## src/rtl/hss_sample_streamer.sv

```systemverilog
// Sample FIFO written by the CPU and replayed as a paced, backpressure-aware
// AXI-Stream master into the HSS filter chain.
module hss_sample_streamer #(
  parameter int unsigned DATA_W   = 32,
  parameter int unsigned DEPTH    = 16,
  parameter int unsigned PACE_DIV = 1
) (
  input  logic                     aclk,
  input  logic                     aresetn,
  input  logic                     wr_en,
  input  logic [DATA_W-1:0]        wr_data,
  input  logic                     wr_last,
  input  logic                     stream_en,
  input  logic                     flush,
  input  logic                     ovf_clr,
  output logic                     fifo_full,
  output logic                     fifo_empty,
  output logic [$clog2(DEPTH):0]   fifo_level,
  output logic                     overflow,
  output logic [DATA_W-1:0]        m_axis_data_tdata,
  output logic                     m_axis_data_tlast,
  output logic                     m_axis_data_tvalid,
  input  logic                     m_axis_data_tready
);

  localparam int unsigned AW = $clog2(DEPTH);
  localparam int unsigned PW = (PACE_DIV > 1) ? $clog2(PACE_DIV) : 1;
  localparam logic [PW-1:0] PACE_RELOAD = PW'(PACE_DIV - 1);

  logic [AW:0]       wr_ptr_q, wr_ptr_d;
  logic [AW:0]       rd_ptr_q, rd_ptr_d;
  logic [PW-1:0]     pace_q, pace_d;
  logic              ovf_q, ovf_d;
  logic [DATA_W-1:0] tdata_q, tdata_d;
  logic              tlast_q, tlast_d;
  logic              tvalid_q, tvalid_d;
  logic [DATA_W:0]   mem_q [DEPTH];
  logic [DATA_W:0]   head;

  logic full, empty, push, pop, reg_free, load, ovf_evt;

  // Status comes straight from the pointer registers, so it reflects the
  // previous edge and never the current cycle's strobes.
  assign full  = (wr_ptr_q[AW] != rd_ptr_q[AW]) &&
                 (wr_ptr_q[AW-1:0] == rd_ptr_q[AW-1:0]);
  assign empty = (wr_ptr_q == rd_ptr_q);
  assign head  = mem_q[rd_ptr_q[AW-1:0]];

  assign push     = wr_en && !full && !flush;
  assign ovf_evt  = wr_en && full && !flush;
  assign reg_free = !tvalid_q || m_axis_data_tready;
  assign load     = reg_free && !empty && stream_en && (pace_q == '0);
  assign pop      = load;

  always_comb begin
    wr_ptr_d = wr_ptr_q;
    rd_ptr_d = rd_ptr_q;
    pace_d   = pace_q;
    ovf_d    = ovf_q;
    tdata_d  = tdata_q;
    tlast_d  = tlast_q;
    tvalid_d = tvalid_q;

    if (flush) begin
      wr_ptr_d = '0;
      rd_ptr_d = '0;
    end else begin
      wr_ptr_d = wr_ptr_q + {{AW{1'b0}}, push};
      rd_ptr_d = rd_ptr_q + {{AW{1'b0}}, pop};
    end

    if (load) begin
      pace_d = PACE_RELOAD;
    end else if (pace_q != '0) begin
      pace_d = pace_q - 1'b1;
    end

    // A new drop event outranks a clear in the same cycle.
    if (ovf_evt) begin
      ovf_d = 1'b1;
    end else if (ovf_clr) begin
      ovf_d = 1'b0;
    end

    // The head is read before the flush takes effect, so a coincident load
    // still launches the pre-flush entry.
    if (load) begin
      tdata_d  = head[DATA_W-1:0];
      tlast_d  = head[DATA_W];
      tvalid_d = 1'b1;
    end else if (reg_free) begin
      tvalid_d = 1'b0;
    end
  end

  always_ff @(posedge aclk or posedge aresetn) begin
    if (aresetn) begin
      wr_ptr_q <= '0;
      rd_ptr_q <= '0;
      pace_q   <= '0;
      ovf_q    <= 1'b0;
      tdata_q  <= '0;
      tlast_q  <= 1'b0;
      tvalid_q <= 1'b0;
    end else begin
      wr_ptr_q <= wr_ptr_d;
      rd_ptr_q <= rd_ptr_d;
      pace_q   <= pace_d;
      ovf_q    <= ovf_d;
      tdata_q  <= tdata_d;
      tlast_q  <= tlast_d;
      tvalid_q <= tvalid_d;
    end
  end

  always_ff @(posedge aclk) begin
    if (push) begin
      mem_q[wr_ptr_q[AW-1:0]] <= {wr_last, wr_data};
    end
  end

  assign fifo_full          = full;
  assign fifo_empty         = empty;
  assign fifo_level         = wr_ptr_q - rd_ptr_q;
  assign overflow           = ovf_q;
  assign m_axis_data_tdata  = tdata_q;
  assign m_axis_data_tlast  = tlast_q;
  assign m_axis_data_tvalid = tvalid_q;

endmodule

```

## config.mk

```make
export PLATFORM = sky130hd
export DESIGN_NAME = hss_sample_streamer
export DESIGN_NICKNAME = d
export VERILOG_FILES = /design/src/rtl/hss_sample_streamer.sv
export SDC_FILE = /design/constraint.sdc
export NUM_CORES = 1
export LEC_CHECK = 0
export CAP_MARGIN = 10
export CORE_MARGIN = 2
export CORE_UTILIZATION = 57
export CTS_CLUSTER_SIZE = 30
export DETAILED_ROUTE_END_ITERATION = 12
export GPL_ROUTABILITY_DRIVEN = 0
export PLACE_DENSITY = 0.76
export SETUP_SLACK_MARGIN = 0.2
export SYNTH_ARGS = -nofsm -noshare
export SYNTH_HDL_FRONTEND = slang
export SYNTH_SLANG_ARGS = --single-unit
```

## constraint.sdc

```tcl
create_clock -name aclk -period 7.3 [get_ports aclk]
set_input_delay 1.46 -clock aclk [delete_from_list [all_inputs] [get_ports aclk]]
set_output_delay 1.46 -clock aclk [all_outputs]
set_load 0.02 [all_outputs]
```

## After elaboration in Yosys (flattened, before gate mapping)

Memory sizes are Yosys's and may differ from the RTL's. A register that Yosys moved wholly into a read port is not among the register bits.
Cells that the tools add are included.

| word-level totals | value |
|---|---|
| register bits after elaboration | 13 |
| memory bits (writable) | 528 |
| bits of input ports | 40 |
| logic and storage cells | 39 |
| memories kept | 1 |

Memory list:

| memory | words | width | read ports | clocked after memory_dff | write ports | RTL line | RTL |
|---|---|---|---|---|---|---|---|
| mem_q | 16 | 33 | 1 | 1 | 1 | 37 | `logic [DATA_W:0] mem_q [DEPTH];` |

| cells by class | value |
|---|---|
| add/sub/neg operators | 4 |
| equal/unequal tests | 3 |
| muxes and demuxes | 10 |
| bitwise operators | 1 |
| reductions and logical operators | 15 |

Operators with widths:

| cell | count |
|---|---|
| adder 5 x 1 -> 5 bit | 2 |
| two-way mux 5 bit | 2 |
| logical AND 1 bit | 8 |
| two-way mux 1 bit | 8 |
| equality test 5 bit | 1 |
| subtractor 5 bit | 1 |
| equality test 4 bit | 1 |
| zero test 1 bit | 4 |
| nonzero test 2 bit | 2 |
| logical OR 1 bit | 1 |
| != test 1 bit | 1 |
| inverter 1 bit | 1 |
| subtractor 1 bit (second input constant) | 1 |

## Depth between registers and ports, before layout

| depth | value |
|---|---|
| word-level depth | 7 |
| mapped depth | 14 |
| depth with buffers taken out | 9 |

## Least setup slack after synthesis

No wires, ideal clock.

| timing | value |
|---|---|
| kind | flip-flop to flip-flop |
| start point | register rd_ptr_q[3] |
| end point | memory mem_q[3][0] in the netlist's numbering, enable pin |
| setup time | 0.464 ns |
| arrival | 4.328 ns |
| slack | 2.508 ns |
| stages on the path, launching flop included | 10 |
| period minus slack after synthesis | 4.792 ns |
| cells stage by stage | dfrtp_1 -> buf_2 -> clkbuf_1 -> buf_2 -> inv_1 -> ha_1 -> and4_1 -> a21oi_1 -> nand3_1 -> nor3_1 |

| on the way | value |
|---|---|
| word-level cells in the longest chain between the ends | 7 |

Ends and longest elaborated chain:

| item | RTL line | RTL |
|---|---|---|
| start, declared | 31 | `logic [AW:0] rd_ptr_q, rd_ptr_d;` |
| start signal, assigned | 107 | `rd_ptr_q <= rd_ptr_d;` |
| equality test 4 bit | 45 | `(wr_ptr_q[AW-1:0] == rd_ptr_q[AW-1:0]);` |
| logical AND 1 bit | 44 | `assign full = (wr_ptr_q[AW] != rd_ptr_q[AW]) &&` |
| zero test 1 bit | 49 | `assign push = wr_en && !full && !flush;` |
| logical AND 1 bit (2 in series) | 49 |  |
| two-way mux 1 bit | 117 | `if (push) begin` |
| two-way mux 1 bit (not written as such) | 118 | `mem_q[wr_ptr_q[AW-1:0]] <= {wr_last, wr_data};` |
| end, declared | 37 |  |

Every way passes these cells.

## Worst setup path in the final report

| timing | value |
|---|---|
| start point | register rd_ptr_q[1] |
| end point | output fifo_level[3] |

| on the way | value |
|---|---|
| word-level cells in the longest chain between the ends | 1 |

Ends and longest elaborated chain:

| item | RTL line | RTL |
|---|---|---|
| subtractor 5 bit | 124 | `assign fifo_level = wr_ptr_q - rd_ptr_q;` |
| end, declared | 18 | `output logic [$clog2(DEPTH):0] fifo_level,` |

Every way passes these cells.

==> metrics.cfg <==
[layout]
area_delta_synth_final_pct = 14.84
fin_nets = 1128
drive_above_1_share_pct = 23.42
final_cell_area_um2 = 25210
final_cells = 1634
diodes = 0

[placement]
dpl_cell_area_um2 = 23370
port_buffers = 81
post-dp-hpwl_um = 22700
dp_cells = 1532

[clock_network]
clock_latency_ns = 0.58
path_clk_slew_ns = 0.06
cts-root-buf = clkbuf_16
postCtsResizedCells = 0
clock_path_buffers = 3
cts_hold_buf = 0
post_cts_buffers = 0
h-tree-depth = 2
cts_tree = done
cts_buffers = 54
clock-sinks = 573

[drt]
via_per_inst = 6.305
ant_nets = 0
wl_per_cell_um = 26.75
vias = 10300
finalWirelength_um = 43720
first_pass_iters = 5
drt_iter0_drc = 977
route.detailed.drc = 0

[yosys]
synth-seq-area-share_pct = 77.37
synthFlopType = edfxtp_1
synth_async_sr_flop_share_pct = 7.853
avgSynthCellArea_um2 = 22.47
netlist_area_um2 = 21950
yosys_register_bits = 573
netlist_instances = 977
yosysTopAreaCell = edfxtp_1
synth.yosys.warnings = 0
synthTopCellsByCount = 528 x edfxtp_1, 99 x mux4_2, 57 x o22ai_1
yosys-top-cells-area = edfxtp_1 72%, mux4_2 10%, dfrtp_1 5.1%
post-synth-top-count-cell = edfxtp_1
yosysUniqueCellTypes = 34
synth_edf_count = 528
synthesis.nets = 1026
yosysTopAreaCellShare_pct = 72.24

[grt]
track_usage_pct = 22.33
grt_pass1_wl_um = 66850
grt.overflow.total = 0
grt_pass1_vias = 10850
antenna_found_initial = 0
grt_start_max_net_pins = 108

[setup_path]
rrSetupSlack_ns = 2.96
regToRegEndpoint = mem_q[3][2]
r2r-start = rd_ptr_q[1]
cp_max_fo = 34
crit_type = register to output port
critPathRequiredTime_ns = 5.84
crit_path_end_kind = output port
r2r_cells = 7
crit_path_start_kind = register
crit_start = rd_ptr_q[1]
endpoint = fifo_level[3]
worstPathArrival_ns = 3.37

[timing]
period_needed_ns = 4.830
period_share_pct = 66.16
fin_hold_ws_ns = 0.5366
fin_skew_ns = 0.01497
fin_tns_setup_ns = 0
max_slew.worst_pin.slew_ns = 1.206
relSlewSlack_pct = 19.43
fmax_mhz = 207.1
setup_viol = 0
hold_violations = 0
rsz0062_at_grt = false
drv_slew = 0

[outcome]
status = finished, final reports clean

[run]
cap_violations = 0

[die]
ios = 82
initial_utilization_pct = 58.13
core_um2 = 37760
fp.dieH_um = 200.2
die_area_um2 = 40090
die_w_um = 200.2
core.rowCount = 71

[min_path]
holdPathStages = 2
hold_path.class = register to register

[pwr]
leakagePower_nw = 7.911
power_density_nw_per_um2 = 289.0
fin_total_pwr_w = 0.007283
ir_drop_mv = 0.2564

[how the worst min path moves through the flow]
| stage | slack, ns | start | to |
|---|---|---|---|
| detailed placement | 0.53 | overflow | overflow |
| finish | 0.54 | overflow | overflow |
| global placement | 0.53 | overflow | overflow |
| CTS | 0.54 | overflow | overflow |
| floorplan | 0.56 | wr_ptr_q[4] | wr_ptr_q[4] |
| global route | 0.56 | overflow | overflow |
[logic make-up (layout without fill, tap and decap cells)]
| kind of cell | Yosys count | count (layout) | share of synthesized area (%) |
|---|---|---|---|
| fa+ha+maj | 9 | 9 | 0.5473 |
| compound gates | 108 | 108 | 3.221 |
| simple gates | 46 | 46 | 1.003 |
| xor+xnor | 10 | 10 | 0.4332 |
| mux | 165 | 165 | 15.80 |
| flops | 573 | 573 | 77.37 |
| buf+inv | 66 | 212 | 1.625 |
[worst max-delay path: stages, from the launching register on]
cell and delay, ns:
dfrtp_1 0.47, inv_2 0.78, ha_1 0.42, a21o_1 0.19, a21oi_1 0.16, xnor2_1 0.15
clkdlybuf4s50_1 0.62
[where the power goes]
part	total [W]	leakage (nW)	switching [W]	internal (W)
clock network	0.00282	0.872	0.00115	0.00167
logic	0.000689	1.76	0.000379	0.000311
registers	0.00378	5.28	0.0000820	0.00370
[layer usage]
layer	routed length [µm]	vias to the layer above	global-route usage, %
li1	-	4336	-
met1	17900	5450	31.67
met2	21710	447	36.24
met3	3211	69	4.035
met4	895	0	6.477
met5	0	-	0
[metrics by stage]
step / util (%) / setup WS, ns
floorplan: - / 2.508
global placement: 61.89 / 2.510
detailed placement: 61.89 / 2.431
CTS: 66.63 / 2.464
global route: 66.76 / 2.351
finish: 66.76 / 2.470
[sequential cells by signal, indices dropped and copies added, names as in the netlist]
name / cells
m_axis_data_tvalid: 1
rd_ptr_q: 5
mem_q: 528
wr_ptr_q: 5
m_axis_data_tlast: 1
m_axis_data_tdata: 32
overflow: 1
[layout by cell type, fill, tap and decap left out, types with 7 or more instances in the layout]
cell,instances
bufinv_16,7
nor2_4,12
o22ai_1,57
a21oi_1,36
clkinv_2,8
inv_1,10
o22ai_2,10
edfxtp_1,528
buf_4,16
clkbuf_1,15
mux2_2,33
clkbuf_16,55
ha_1,8
mux4_2,99
nand3_1,8
nor2_1,7
clkinv_1,8
dfrtp_1,43
clkdlybuf4s50_1,81
mux4_1,33
[area by class of cell]
type | count | area (µm²)
multi-input combinational | 338 | 4742
clock buffer | 74 | 1488
fill | 2306 | 12550
timing repair buffer | 100 | 998.5
sequential | 573 | 16990
clock inverter | 26 | 304.0
tap | 511 | 639.4
inverter | 12 | 45.04
Power figures use the tool's default switching activity.
